<file path="src/rtl/fizzbuzz_tx_sequencer_if.sv">
// Byte handshake between the fizzbuzz sequencer and the serial transmitter.
interface fizzbuzz_tx_sequencer_if;
    logic [7:0] tx_data;
    logic       tx_valid;
    logic       tx_ready;

    modport master (output tx_data, output tx_valid, input tx_ready);
    modport slave  (input tx_data, input tx_valid, output tx_ready);
endinterface

</file>
<file path="src/rtl/fizzbuzz_tx_sequencer.sv">
// Drives the fizzbuzz counter and streams each line as ASCII followed by CR LF.
// state    | meaning
// IDLE     | waiting for start
// RESTART  | fb_rst pulse, counter back to 1
// SETTLE   | wait for fizzbuzz line to settle
// LOAD     | capture line code and isnum
// CHAR     | send characters until terminator or 8 chars
// CR / LF  | send line ending
// ADVANCE  | fb_next pulse, next line
// FINISH   | done pulse
module fizzbuzz_tx_sequencer #(
    parameter int COUNT_MAX     = 100,
    parameter int COUNT_W       = 7,
    parameter int SETTLE_CYCLES = 2
) (
    input  logic               i_clk,
    input  logic               i_rst_n,
    input  logic               i_start,
    input  logic [31:0]        i_fb_line,
    input  logic               i_fb_isnum,
    output logic               o_fb_rst,
    output logic               o_fb_next,
    output logic               o_busy,
    output logic               o_done,
    output logic [COUNT_W-1:0] o_line_count,
    output logic               o_cur_isnum,
    fizzbuzz_tx_sequencer_if.master tx
);
    localparam int SET_W = $clog2(SETTLE_CYCLES + 1);

    typedef enum logic [3:0] {
        S_IDLE, S_RESTART, S_SETTLE, S_LOAD, S_CHAR, S_CR, S_LF, S_ADVANCE, S_FINISH
    } state_t;

    state_t             r_state;
    state_t             w_state_nxt;
    logic [31:0]        r_shreg;
    logic [3:0]         r_idx;
    logic [SET_W-1:0]   r_settle;
    logic [COUNT_W-1:0] r_line_count;
    logic               r_cur_isnum;

    logic [3:0] w_nib;
    logic [7:0] w_ascii;
    logic       w_char_end;
    logic       w_tx_valid;
    logic [7:0] w_tx_data;
    logic       w_accept;
    logic       w_fb_rst;
    logic       w_fb_next;
    logic       w_done;

    assign w_nib      = r_shreg[{r_idx[2:0], 2'b00} +: 4];
    assign w_char_end = r_idx[3] || (w_nib == 4'hF);
    assign w_accept   = w_tx_valid & tx.tx_ready;

    always_comb begin
        w_ascii = 8'h30 + {4'h0, w_nib};
        case (w_nib)
            4'd10:   w_ascii = 8'h42;
            4'd11:   w_ascii = 8'h46;
            4'd12:   w_ascii = 8'h69;
            4'd13:   w_ascii = 8'h75;
            4'd14:   w_ascii = 8'h7A;
            default: w_ascii = 8'h30 + {4'h0, w_nib};
        endcase
    end

    always_ff @(posedge i_clk or negedge i_rst_n) begin
        if (!i_rst_n) r_state <= S_IDLE;
        else          r_state <= w_state_nxt;
    end

    // Handshake outputs decode registered state only, so tx_valid has no path from tx_ready.
    always_comb begin
        w_state_nxt = r_state;
        w_tx_valid  = 1'b0;
        w_tx_data   = 8'h00;
        w_fb_rst    = 1'b0;
        w_fb_next   = 1'b0;
        w_done      = 1'b0;
        case (r_state)
            S_IDLE:    if (i_start) w_state_nxt = S_RESTART;
            S_RESTART: begin
                w_fb_rst    = 1'b1;
                w_state_nxt = S_SETTLE;
            end
            S_SETTLE:  if (r_settle == SET_W'(1)) w_state_nxt = S_LOAD;
            S_LOAD:    w_state_nxt = S_CHAR;
            S_CHAR: begin
                if (w_char_end) begin
                    w_state_nxt = S_CR;
                end else begin
                    w_tx_valid = 1'b1;
                    w_tx_data  = w_ascii;
                end
            end
            S_CR: begin
                w_tx_valid = 1'b1;
                w_tx_data  = 8'h0D;
                if (tx.tx_ready) w_state_nxt = S_LF;
            end
            S_LF: begin
                w_tx_valid = 1'b1;
                w_tx_data  = 8'h0A;
                if (tx.tx_ready)
                    w_state_nxt = (r_line_count == COUNT_W'(COUNT_MAX)) ? S_FINISH : S_ADVANCE;
            end
            S_ADVANCE: begin
                w_fb_next   = 1'b1;
                w_state_nxt = S_SETTLE;
            end
            S_FINISH: begin
                w_done      = 1'b1;
                w_state_nxt = S_IDLE;
            end
            default:   w_state_nxt = S_IDLE;
        endcase
    end

    always_ff @(posedge i_clk or negedge i_rst_n) begin
        if (!i_rst_n) begin
            r_shreg      <= '1;
            r_idx        <= '0;
            r_settle     <= '0;
            r_line_count <= '0;
            r_cur_isnum  <= 1'b0;
        end else begin
            case (r_state)
                S_IDLE:    if (i_start) r_line_count <= COUNT_W'(1);
                S_RESTART: r_settle <= SET_W'(SETTLE_CYCLES);
                S_SETTLE:  r_settle <= r_settle - SET_W'(1);
                S_LOAD: begin
                    r_shreg     <= i_fb_line;
                    r_cur_isnum <= i_fb_isnum;
                    r_idx       <= '0;
                end
                S_CHAR:    if (w_accept) r_idx <= r_idx + 4'd1;
                S_ADVANCE: begin
                    r_line_count <= r_line_count + COUNT_W'(1);
                    r_settle     <= SET_W'(SETTLE_CYCLES);
                end
                default: ;
            endcase
        end
    end

    assign tx.tx_valid    = w_tx_valid;
    assign tx.tx_data     = w_tx_data;
    assign o_fb_rst       = w_fb_rst;
    assign o_fb_next      = w_fb_next;
    assign o_done         = w_done;
    assign o_busy         = (r_state != S_IDLE);
    assign o_line_count   = r_line_count;
    assign o_cur_isnum    = r_cur_isnum;
endmodule

</file>
<file path="src/flat_wrapper.sv">
// flat-port wrapper written by rule: the top's interface ports become plain ports
module fizzbuzz_tx_sequencer_flat 
#(
    parameter int COUNT_MAX     = 100,
    parameter int COUNT_W       = 7,
    parameter int SETTLE_CYCLES = 2
)
  (i_clk, i_rst_n, i_start, i_fb_line, i_fb_isnum, o_fb_rst, o_fb_next, o_busy, o_done, o_line_count, o_cur_isnum, tx_tx_data, tx_tx_valid, tx_tx_ready);
  fizzbuzz_tx_sequencer_if tx_i ();
  input  logic i_clk;
  input  logic i_rst_n;
  input  logic i_start;
  input  logic [31:0] i_fb_line;
  input  logic i_fb_isnum;
  output logic o_fb_rst;
  output logic o_fb_next;
  output logic o_busy;
  output logic o_done;
  output logic [COUNT_W-1:0] o_line_count;
  output logic o_cur_isnum;
  output wire logic [$bits(tx_i.tx_data)-1:0] tx_tx_data;
  output wire logic [$bits(tx_i.tx_valid)-1:0] tx_tx_valid;
  input wire logic [$bits(tx_i.tx_ready)-1:0] tx_tx_ready;
  assign tx_tx_data = tx_i.tx_data;
  assign tx_tx_valid = tx_i.tx_valid;
  assign tx_i.tx_ready = tx_tx_ready;
  fizzbuzz_tx_sequencer #(.COUNT_MAX(COUNT_MAX), .COUNT_W(COUNT_W), .SETTLE_CYCLES(SETTLE_CYCLES)) u_core (.i_clk(i_clk), .i_rst_n(i_rst_n), .i_start(i_start), .i_fb_line(i_fb_line), .i_fb_isnum(i_fb_isnum), .o_fb_rst(o_fb_rst), .o_fb_next(o_fb_next), .o_busy(o_busy), .o_done(o_done), .o_line_count(o_line_count), .o_cur_isnum(o_cur_isnum), .tx(tx_i));
endmodule
</file>
<file path="config.mk">
export PLATFORM = sky130hd
export DESIGN_NAME = fizzbuzz_tx_sequencer_flat
export DESIGN_NICKNAME = d
export VERILOG_FILES = /design/src/rtl/fizzbuzz_tx_sequencer_if.sv /design/src/rtl/fizzbuzz_tx_sequencer.sv /design/src/flat_wrapper.sv
export SDC_FILE = /design/constraint.sdc
export NUM_CORES = 1
export LEC_CHECK = 0
export CAP_MARGIN = 10
export CORE_ASPECT_RATIO = 1.1
export CORE_MARGIN = 2
export CORE_UTILIZATION = 55
export CTS_CLUSTER_DIAMETER = 150
export DETAILED_ROUTE_END_ITERATION = 8
export GPL_TIMING_DRIVEN = 0
export PLACE_DENSITY = 0.85
export SLEW_MARGIN = 0
export SYNTH_ARGS = -nofsm -noshare
export SYNTH_HDL_FRONTEND = slang
export SYNTH_SLANG_ARGS = --single-unit
</file>
<file path="constraint.sdc">
create_clock -name i_clk -period 6.5 [get_ports i_clk]
set_input_delay 1.3 -clock i_clk [delete_from_list [all_inputs] [get_ports i_clk]]
set_output_delay 1.3 -clock i_clk [all_outputs]
set_load 0.02 [all_outputs]
</file>
==> results by stage, run 1 <==
Place:
- The detailed-placement wirelength estimate is 4640 µm.
- Including well taps, the total number of placed cells is 410.
- Routability-driven placement finished with a final weighted congestion of 0.800.
- The number of port buffers is 56.
- The pre-CTS setup slack is 2.53 ns.

Drt:
- The detailed-route vias per instance is 5.63.
- The first TritonRoute pass finished after 5 iterations.
- The total vias in the final route is 2355.
- The wire length after detailed routing is 6130 µm.
- The number of nets still failing antenna checks after routing is 0.
- For this run, design rule violations remaining after detail routing come to 0.
- The initial DRC count is 186.
- The detail-routed net length per standard cell is 14.7 µm.

Pwr:
- Per report_power, the clock group accounts for 10.9% of the total.
- Across the VDD grid, the largest voltage drop is 0.237 mV.
- Sequential cells account for 37.2% of the total power.
- The static leakage is 1.55 nW.
- The total internal power is 0.983 mW.
- The power density over the cells is 483 nW/µm².
- Of the total power, the share spent switching nets is 41.1%.
- The combinational group share of total power is 51.9%.
- The analysis attributes to net switching a power of 0.687 mW.

Run:
- Max-cap violations in this run came to 0.

CTS:
- The clock tree from TritonCTS is yes.
- In this run the post-CTS setup repair buffer count came out at 0.
- The depth of the CTS H-tree is 2.
- Gates resized during post-CTS repair numbered 0.
- Clock-pin slew was measured on the worst setup and hold paths at 0.08 ns.
- The clock latency of the later-clocked register in the worst-skew pair is 0.30 ns.
- The clock passes through at most 2 buffers.
- The count of clock tree sinks is 50.
- The number of buffers added to fix hold violations after cts is 0.
- The tree is rooted in a sky130_fd_sc_hd__clkbuf_8.
- The number of buffers added by the clock tree synthesis step is 5.

Final layout:
- The post-layout net count is 402.
- The number of cells in the finished layout apart from fillers is 418.
- From synthesis to final layout, the design area changed by 27.0%.
- The core utilization of the finished layout is 73.3%.
- Leaving out fill and tap cells, the most frequent cell in the layout is sky130_fd_sc_hd__nand2_1.
- The number of antenna diodes in the final layout is 0.
- In the layout the commonest cells are sky130_fd_sc_hd__nand2_1 (116), sky130_fd_sc_hd__clkdlybuf4s50_1 (55), sky130_fd_sc_hd__dfstp_2 (32).
- The fraction of layout instances using a drive strength above 1 is 14.6%.

Yosys:
- The primary flip-flop cell chosen by synthesis mapping is sky130_fd_sc_hd__dfstp_2.
- The sequential share of the synthesized area is 47.4%.
- The post-synthesis cell type count is 46.
- By area the synthesized netlist is led by sky130_fd_sc_hd__dfstp_2 (31%), sky130_fd_sc_hd__dfrtp_1 (17%), sky130_fd_sc_hd__nand2_1 (16%), sky130_fd_sc_hd__mux4_1 (4.8%), sky130_fd_sc_hd__mux2i_1 (2.9%).
- The number of enable flip-flop cells after synthesis is 0.
- After synthesis the cells add up to 2720 µm².
- Of all flip-flops after synthesis, the portion carrying an async set or reset was 100%.
- In the synthesized netlist, the number of instances is 297.
- The synthesized netlist net count is 338.
- The count of yosys warnings during synthesis is 0.
- Averaged over all synthesized cells, the footprint is 9.16 µm².
- The synthesized design devotes to its leading area cell type 30.9% of total area.
- The synthesized design spends more area on one cell type than any other, namely sky130_fd_sc_hd__dfstp_2.
- Synthesis inferred 50 register bits.

Die:
- The y dimension of the die is 77.8 µm.
- The die covers 5530 µm².
- Once the floorplan was initialized, standard cells occupied 57.7% of the core.
- The count of boundary I/O pins is 58.
- The total area inside the core boundary comes to 4720 µm².
- The width of the die is 71.1 µm.
- In this run the core area contains 26 standard-cell rows.

Worst setup path:
- Across all register-to-register paths, the minimum setup slack is 4.32 ns.
- The endpoint identified for the worst register-to-register timing path is u_core.r_idx[2].
- The largest fanout on the critical path is 10.
- At the worst endpoint, the required time is 5.20 ns.
- The worst register-to-register path has a depth of 6.
- STA classifies the critical path startpoint as a flip-flop.
- The category of the worst setup path capture point is a primary output.
- The category of the critical setup timing path is reg -> out.
- At the worst endpoint, the arrival time is 3.00 ns.
- The launch instance of the worst register-to-register path is u_core.r_idx[0].

Timing:
- The final setup violation count is 0.
- The setup skew after layout is 0.00323 ns.
- The minimum hold slack is 0.462 ns.
- The maximum frequency from static timing analysis is 0.233 GHz.
- The final max-slew violation count is 0.
- After routing, the total negative slack on setup checks comes to 0 ns.
- The measured slew at the worst slew-check pin is 0.677 ns.
- Headroom to the max-slew limit came out at 54.5%.
- The final period utilization is 66.2%.
- The final setup slack of the worst path is 2.20 ns.
- The number of hold-slack violations in the final timing report is 0.
- The worst path in the final design needs a cycle of 4.30 ns, including I/O delays and setup.
- Setup repair after global routing left no endpoint under its margin.

Global route:
- The wire length of the first global-routing pass is 10400 µm.
- Entering global routing, the biggest net connects 35 pins.
- The global-route usage over all layers is 23.6%.
- For this run the aggregate overflow at the end of global routing stands at 0.
- The number of antenna violations at the first check in global routing is 0.
- The via count of the first global-routing pass is 2253.

Worst hold path:
- The start point of the worst hold path is u_core.r_shreg[29].
- The kind of path behind the tightest hold check is reg -> reg.
- The worst hold endpoint is u_core.r_shreg[29].
- The cell depth of the worst min-delay path is 2.

Status:
- The flow ran to the end, and the final reports show no timing, DRC or antenna violations.
-- synth_stat cells (2+ instances only) --
| cell | count |
|---|---|
| sky130_fd_sc_hd__o22ai_1 | 2 |
| sky130_fd_sc_hd__ha_1 | 4 |
| sky130_fd_sc_hd__a21oi_1 | 11 |
| sky130_fd_sc_hd__nor2b_1 | 3 |
| sky130_fd_sc_hd__mux2i_1 | 8 |
| sky130_fd_sc_hd__clkbuf_1 | 11 |
| sky130_fd_sc_hd__nand2_1 | 116 |
| sky130_fd_sc_hd__a211oi_1 | 2 |
| sky130_fd_sc_hd__and3_1 | 3 |
| sky130_fd_sc_hd__nand2b_1 | 4 |
| sky130_fd_sc_hd__nand4b_1 | 2 |
| sky130_fd_sc_hd__o21ai_0 | 4 |
| sky130_fd_sc_hd__nor3_1 | 9 |
| sky130_fd_sc_hd__nor2_1 | 8 |
| sky130_fd_sc_hd__nand3_1 | 13 |
| sky130_fd_sc_hd__inv_1 | 9 |
| sky130_fd_sc_hd__dfstp_2 | 32 |
| sky130_fd_sc_hd__dfrtp_1 | 18 |
| sky130_fd_sc_hd__mux4_1 | 5 |
| sky130_fd_sc_hd__mux2_4 | 2 |
| sky130_fd_sc_hd__mux2_2 | 2 |
| sky130_fd_sc_hd__xor2_1 | 3 |
| sky130_fd_sc_hd__mux4_2 | 3 |
-- cell families (layout without fill, tap and decap cells) --
kind of cell	count (synthesis)	in the layout	share of synthesized area [%]
buffers and inverters	24	89	3.77
AOI/OAI and AO/OA	32	32	8.23
muxes	20	20	12.2
adders and majority gates	4	4	1.84
xor gates and xnor gates	4	4	1.29
DFF	50	50	47.4
and+or+nand+nor	162	162	25.1
other	1	1	0.138
-- power by group through the flow --
stage               logic, mW  clock network, mW  registers (mW)
detailed placement      0.864                  0           0.624
CTS                     0.867              0.186           0.618
floorplan               0.580                  0           0.619
finish                  0.867              0.182           0.621
global placement        0.831                  0           0.611
global route            0.954              0.200           0.639
-- how the worst max path moves through the flow --
stage                         end       startpoint  slack (ns)
CTS                 tx_tx_data[1]  u_core.r_idx[0]        2.19
finish              tx_tx_data[1]  u_core.r_idx[0]        2.20
global route        tx_tx_data[1]  u_core.r_idx[0]        2.08
floorplan           tx_tx_data[1]  u_core.r_idx[0]        3.01
global placement    tx_tx_data[1]  u_core.r_idx[0]        2.52
detailed placement  tx_tx_data[1]  u_core.r_idx[0]        2.53
-- cell type report --
cell class                 count  area [µm²]
buffer                        15        68.8
clock buffer                   8        90.1
fill                         338        1260
inverter                       9        33.8
multi-input combinational    223        1330
sequential                    50        1290
tap                           56        70.1
timing repair buffer          57         576
-- worst max-delay path, cell delays in order (launching register included) --
cell,delay [ns]
sky130_fd_sc_hd__dfrtp_1,0.41
sky130_fd_sc_hd__buf_6,0.19
sky130_fd_sc_hd__mux4_1,0.60
sky130_fd_sc_hd__mux2_2,0.38
sky130_fd_sc_hd__a311oi_1,0.24
sky130_fd_sc_hd__nor2_1,0.07
sky130_fd_sc_hd__nor3_1,0.18
sky130_fd_sc_hd__clkdlybuf4s50_1,0.63
-- state kept, by name (all words and copies together) (netlist names) --
signal and flops:
u_core.o_cur_isnum 1, u_core.o_line_count 7, u_core.r_idx 4, u_core.r_settle 2
u_core.r_shreg 32, u_core.r_state 4
-- through the flow --
step | area (µm²) | power, mW
final | 3460 | 1.67
after global routing | 3460 | 1.79
after CTS | 3460 | 1.67
after detailed placement | 3370 | 1.49
after global placement | 3350 | 1.44
after floorplan | 2720 | 1.20
-- layer usage --
metal,part of all wire [%],up-vias,global-route usage (%)
met1,43,1123,31.4
met3,5.0,15,3.90
met5,0,-,0
met4,2.4,0,10.6
li1,-,1128,-
met2,50,89,37.9
(Power assumes the default switching activity.)
==> run 2: changes to the inputs <==
- CORE_UTILIZATION: 55 -> 51
- PLACE_DENSITY: 0.85 -> 0.8
- clock period: 6.5 -> 4 ns (I/O delays scaled with it)
==> results by stage, run 2 (synthesis gave the netlist of run 1 again) <==
Status:
- The flow ran to the end, and the final reports show no timing, DRC or antenna violations.

Timing:
- The worst slew margin relative to its limit is 53.2% (-1.3 points).
- The number of hold-slack violations in the final timing report is 0 (unchanged).
- Counting I/O delays and the setup requirement, the final critical path takes 3.84 ns.
- The final max-slew violation count is 0 (unchanged).
- The final setup violation count came to 0 (unchanged).
- Setup repair after global routing left no endpoint under its margin.
- The maximum frequency from static timing analysis is 0.261 GHz.
- The setup skew after layout is 0.00557 ns (+0.00234 ns).
- The final period utilization is 96.0%.
- The total negative slack is 0 ns (unchanged).
- The final setup slack of the worst path came to 0.161 ns (-2.04 ns).
- The minimum hold slack came to 0.459 ns (-0.00254 ns).
- The measured slew at the worst slew-check pin is 0.697 ns (+0.0196 ns).

CTS:
- The number of buffers added to fix hold violations after cts came to 0 (unchanged).
- The number of buffers added by the clock tree synthesis step is 5 (unchanged).
- The buffer count from post-CTS setup fixing was 0 (unchanged).
- The cell at the root of the clock tree is sky130_fd_sc_hd__clkbuf_8.
- The depth of the CTS H-tree is 2 (unchanged).
- The clock-pin slew on the worst setup and hold paths was 0.09 ns (about the same).
- The count of clock tree sinks is 50 (unchanged).
- The maximum clock insertion buffer count was 2 (unchanged).
- TritonCTS built the clock tree.
- The clock latency of the later-clocked register in the worst-skew pair was 0.30 ns (about the same).
- The total of cells resized after clock tree synthesis is 0 (unchanged).

Drt:
- The wire length after detailed routing came to 5990 µm (-2.2%).
- The detailed-route vias per instance is 5.36 (-4.8%).
- The detail-routed net length per standard cell is 14.3 µm (-2.7%).
- The number of remaining DRC errors is 0 (unchanged).
- The number of nets still failing antenna checks after routing came to 0 (unchanged).
- The total vias in the final route came to 2253 (-4.3%).
- The initial DRC count is 191 (+2.7%).
- The first-pass iteration count of the detailed router is 4 (-1).

Final layout:
- The register name with the most flops is u_core.r_shreg.
- The number of flip-flops under the largest register name is 32 (unchanged).
- The post-layout net count is 402 (unchanged).
- The final design instance area without fill came to 3470 µm² (+0.47%).
- The core utilization of the finished layout is 68.5% (-4.7 points).
- The fraction of layout instances using a drive strength above 1 was 15.2% (+0.55 points).
- The area added between synthesis and finish is 27.6%.
- Leaving out fill and tap cells, the most frequent cell in the layout is sky130_fd_sc_hd__nand2_1.
- In the layout the commonest cells are sky130_fd_sc_hd__nand2_1 (116), sky130_fd_sc_hd__clkdlybuf4s50_1 (55), sky130_fd_sc_hd__dfstp_2 (32).
- The number of cells in the finished layout apart from fillers is 420 (+0.48%).
- The number of antenna repair diodes was 0 (unchanged).

Die:
- The initial standard-cell utilization of the core was 53.7% (-4.0 points).
- The die outline area is 5940 µm² (+7.4%).
- The count of boundary I/O pins came to 58 (unchanged).
- The y dimension of the die is 80.6 µm (+3.7%).
- The width of the die was 73.7 µm (+3.6%).
- The cell row count is 27 (+3.8%).
- The core area is 5070 µm² (+7.4%).

Worst setup path:
- The cell family contributing the most delay on the critical path is multiplexers.
- The largest fanout on the critical path was 10 (unchanged).
- The combined buffer and inverter count along the critical path is 2 (unchanged).
- The setup slack of the worst register-to-register path is 1.78 ns (-2.54 ns).
- The required time of the worst setup path is 3.20 ns (-2.00 ns).
- The cell depth of the worst flop-to-flop path is 6 (unchanged).
- Traced cell by cell, the critical path runs through buf_6, mux4_1, mux2_2, a311oi_1, nor2_1, nor3_1, clkdlybuf4s50_1.
- The setup path with the least slack is of type reg -> out.
- The arrival time at the worst endpoint is 3.04 ns (+0.04 ns).
- The launch instance of the worst register-to-register path is u_core.r_idx[0].
- The maximum single-stage delay on the critical path came to 0.63 ns (about the same).
- The nature of the critical path startpoint is a flip-flop.
- The category of the worst setup path capture point is a primary output.
- The worst register-to-register path ends at u_core.r_idx[2].
- The slowest library cell on the worst path is sky130_fd_sc_hd__clkdlybuf4s50_1.

Pwr:
- The sequential power share came to 36.6% (-0.6 points).
- The share of total power consumed by net switching is 40.8% (-0.38 points).
- The power density over the cells is 784 nW/µm² (+62%).
- The combinational group share of total power is 51.5% (-0.4 points).
- The overall power is 2.72 mW (+63%).
- The portion of total power attributed to the clock network came to 11.9% (+1.0 points).
- The worst voltage drop across the vdd grid is 0.391 mV (+65%).
- The static leakage is 1.56 nW (+0.68%).
- The switching power is 1.11 mW (+62%).
- The total internal power is 1.61 mW (+64%).

Global route:
- The met3 usage in global routing is 3.51% (-0.38 points).
- The met2 track utilization from global routing is 35.1% (-2.9 points).
- The pin count of the biggest net entering global routing was 30 (-14%).
- met2 is the most crowded layer.
- The wire length of the first global-routing pass is 10000 µm (-3.1%).
- The global-route usage over all layers is 22.0% (-1.6 points).
- The number of antenna violations at the first check in global routing is 0 (unchanged).
- The met1 usage is 31.4% (-0.045 points).
- The total congestion overflow after global routing is 0 (unchanged).
- The via count of the first global-routing pass is 2183 (-3.1%).

Place:
- The total instance count after detailed placement is 412 (+0.49%).
- The pre-CTS setup slack is 0.525 ns (-2.01 ns).
- The cell area after placement is 3370 µm² (about the same).
- The detailed-placement wirelength estimate was 4380 µm (-5.4%).
- The number of port buffers came to 56 (unchanged).
- The placer congestion estimate was 0.802 (+0.30%).

Run:
- The max-capacitance violation count was 0 (unchanged).

Worst hold path:
- The kind of path behind the tightest hold check is in -> async.
## run 2: cell count changes in the layout (fill, tap and decap cells not counted), sizes merged
cell    delta
clkbuf     -2
clkinv     +2
## run 2: how the worst max path moves through the flow
stage                     to             from  slack (ns)  cells after the start
2_1_floorplan  tx_tx_data[1]  u_core.r_idx[0]        1.01                      6
3_3_place_gp   tx_tx_data[1]  u_core.r_idx[0]        0.52                      7
3_5_place_dp   tx_tx_data[1]  u_core.r_idx[0]        0.52                      7
4_1_cts        tx_tx_data[1]  u_core.r_idx[0]        0.17                      7
5_1_grt        tx_tx_data[1]  u_core.r_idx[0]        0.06                      7
6_report       tx_tx_data[1]  u_core.r_idx[0]        0.16                      7
## run 2: area by class of cell
type	instances	area [µm²]
timing repair buffer	57	576
fill	395	1590
buffer	15	68.8
multi-input combinational	223	1330
tap	58	72.6
clock inverter	2	10.0
clock buffer	6	93.8
inverter	9	33.8
sequential	50	1290
## run 2: routing by layer
| layer | share of wire, % | wire length [µm] |
|---|---|---|
| met5 | 0 | 0 |
| met4 | 0.95 | 57 |
| met3 | 3.9 | 236 |
| met2 | 48 | 2890 |
| met1 | 47 | 2800 |
## run 2: power by group through the flow
stage	clock network [mW]	logic, mW	registers, mW
2_1_floorplan	0	0.942	1.01
3_3_place_gp	0	1.36	0.993
3_5_place_dp	0	1.40	1.00
4_1_cts	0.332	1.41	0.994
5_1_grt	0.357	1.56	1.02
6_report	0.325	1.40	0.997
==> run 3: changes to the inputs <==
- CORE_UTILIZATION: 51 -> 35
- PLACE_DENSITY: 0.8 -> unset
==> results by stage, run 3 (synthesis gave the netlist of run 1 again) <==
Global route:
- The number of antenna violations at the first check in global routing is 0 (unchanged).
- The via count of the first global-routing pass is 2067 (-5.3%).
- The total congestion overflow after global routing is 0 (unchanged).
- The wire length of the first global-routing pass is 10300 µm (+2.8%).
- The pin count of the biggest net entering global routing is 35 (+17%).
- The global-route usage over all layers is 15.6% (-6.4 points).

Timing:
- The final period utilization is 95.2% (-0.75 points).
- The worst slew margin relative to its limit is 50.2% (-3.0 points).
- The final max-slew violation count is 0 (unchanged).
- The minimum hold slack came to 0.422 ns (-0.0377 ns).
- The final setup slack of the worst path is 0.192 ns (+0.0301 ns).
- The final setup violation count came to 0 (unchanged).
- Setup repair after global routing left no endpoint under its margin.
- The maximum frequency from static timing analysis is 0.263 GHz (+0.79%).
- The total negative slack is 0 ns (unchanged).
- The number of hold-slack violations in the final timing report is 0 (unchanged).
- The setup skew after layout is 0.00926 ns (+0.00369 ns).
- The measured slew at the worst slew-check pin is 0.741 ns (+0.0447 ns).
- The time the worst path needs with I/O delays and setup was 3.81 ns (-0.0301 ns).

Die:
- The y dimension of the die was 96.5 µm (+20%).
- The core area is 7510 µm² (+48%).
- The width of the die was 88.1 µm (+20%).
- The die outline area is 8500 µm² (+43%).
- The cell row count came to 33 (+22%).
- The initial standard-cell utilization of the core is 36.2% (-17 points).
- The count of boundary I/O pins is 58 (unchanged).

Pwr:
- The power density over the cells was 768 nW/µm² (-2.1%).
- The overall power came to 2.71 mW (-0.47%).
- The portion of total power attributed to the clock network is 11.6% (-0.3 points).
- The worst voltage drop across the vdd grid is 0.299 mV (-23%).
- The combinational group share of total power was 51.7% (+0.2 points).
- The sequential power share is 36.6% (about the same).
- The total internal power is 1.60 mW (-1.1%).
- The share of total power consumed by net switching was 41.2% (+0.38 points).
- The switching power is 1.12 mW (+0.46%).
- The static leakage is 1.57 nW (+0.63%).

Drt:
- The total vias in the final route is 2228 (-1.1%).
- The first-pass iteration count of the detailed router came to 4 (unchanged).
- The detailed-route vias per instance is 4.77 (-11%).
- The initial DRC count came to 83 (-57%).
- The number of nets still failing antenna checks after routing is 0 (unchanged).
- The wire length after detailed routing is 6250 µm (+4.4%).
- The number of remaining DRC errors came to 0 (unchanged).
- The detail-routed net length per standard cell was 13.4 µm (-6.1%).

CTS:
- The maximum clock insertion buffer count came to 2 (unchanged).
- Clock tree synthesis selected as its root buffer the cell sky130_fd_sc_hd__clkbuf_8.
- TritonCTS built the clock tree.
- The depth of the CTS H-tree is 2 (unchanged).
- The count of clock tree sinks is 50 (unchanged).
- The buffer count from post-CTS setup fixing is 0 (unchanged).
- The number of buffers added by the clock tree synthesis step is 5 (unchanged).
- The number of buffers added to fix hold violations after cts came to 0 (unchanged).
- The clock latency of the later-clocked register in the worst-skew pair is 0.31 ns (about the same).
- The clock-pin slew on the worst setup and hold paths is 0.09 ns (about the same).

Final layout:
- The number of antenna repair diodes was 0 (unchanged).
- The register name with the most flops is u_core.r_shreg.
- In the layout the commonest cells are sky130_fd_sc_hd__nand2_1 (116), sky130_fd_sc_hd__clkdlybuf4s50_1 (54), sky130_fd_sc_hd__dfstp_2 (32).
- The final design instance area without fill was 3530 µm² (+1.7%).
- The fraction of layout instances using a drive strength above 1 was 15.2% (unchanged).
- The area growth from synthesis to layout is 29.7%.
- The post-layout net count is 402 (unchanged).
- The most common cell after layout, fill and taps aside is sky130_fd_sc_hd__nand2_1.
- The number of flip-flops under the largest register name was 32 (unchanged).

Status:
- The flow ran to the end, and the final reports show no timing, DRC or antenna violations.

Worst setup path:
- The required time of the worst setup path is 3.20 ns (about the same).
- The critical path in this run is classified as reg -> out.
- The worst setup path is launched from a flip-flop.
- The largest fanout on the critical path is 10 (unchanged).
- The arrival time at the worst endpoint was 3.01 ns (-0.03 ns).
- The category of the worst setup path capture point is a primary output.

Place:
- The placer congestion estimate is 0.777 (-3.2%).
- The cell area after placement is 3430 µm² (+1.7%).
- The detailed-placement wirelength estimate is 4540 µm (+3.7%).
- The number of port buffers was 56 (unchanged).
- The pre-CTS setup slack came to 0.455 ns (-0.0697 ns).

Worst hold path:
- The kind of path behind the tightest hold check is in -> async.

Run:
- The max-capacitance violation count is 0 (unchanged).
==> run 3: worst paths after layout <==
check                                   start                endpoint  slack (ns)  cells after the start
setup / recovery              u_core.r_idx[0]           tx_tx_data[0]        0.19                      6
hold / removal                        i_rst_n  u_core.o_line_count[5]        0.42                      1
setup reg to reg              u_core.r_idx[0]         u_core.r_idx[2]        1.75                      6
hold reg to reg            u_core.r_shreg[29]      u_core.r_shreg[29]        0.46                      2
max in group asynchronous             i_rst_n      u_core.r_shreg[29]        3.00                      2
min in group i_clk         u_core.r_shreg[29]      u_core.r_shreg[29]        0.46                      2
==> run 3: area by class of cell <==
| cell class | instances | area [µm²] |
|---|---|---|
| Multi-Input combinational cell | 223 | 1330 |
| Sequential cell | 50 | 1290 |
| Timing Repair Buffer | 57 | 578 |
| Clock buffer | 6 | 82.6 |
| Clock inverter | 2 | 17.5 |
| Buffer | 15 | 68.8 |
| Tap cell | 105 | 131 |
| Fill cell | 747 | 3980 |
| Inverter | 9 | 33.8 |
==> run 3: worst max-delay path, stage by stage, from the launching register on <==
cell and delay (ns):
sky130_fd_sc_hd__dfrtp_1 0.43, sky130_fd_sc_hd__buf_6 0.19, sky130_fd_sc_hd__mux4_1 0.63, sky130_fd_sc_hd__mux2_2 0.39
sky130_fd_sc_hd__a211o_1 0.30, sky130_fd_sc_hd__a21oi_1 0.15, sky130_fd_sc_hd__clkdlybuf4s50_1 0.62
==> run 3: power groups by stage <==
stage	registers (mW)	logic, mW	clock network (mW)
detailed placement	1.00	1.40	0
CTS	0.994	1.41	0.326
floorplan	1.01	0.942	0
global route	1.03	1.58	0.345
finish	0.994	1.40	0.315
global placement	0.997	1.39	0
==> run 3: routing by layer <==
layer  up-vias  GRT usage (%)  routed length [µm]
met1      1039           23.5                3100
met4         0           3.91                  68
met3         6           2.55                 290
met5         -              0                   0
met2        59           23.5                2790
li1       1124              -                   -
==> run 3: through the flow <==
stage | util (%) | cells
final | 47.0 | 467
after global routing | 47.0 | 467
after CTS | 47.0 | 467
after detailed placement | 45.6 | 459
after global placement | 45.4 | 458
after floorplan | - | 297
==> run 3: repair_timing <==
action,in CTS,in global routing
hold endpoints to repair,0,0
endpoints found under the setup margin,0,1
resized for setup,0,1
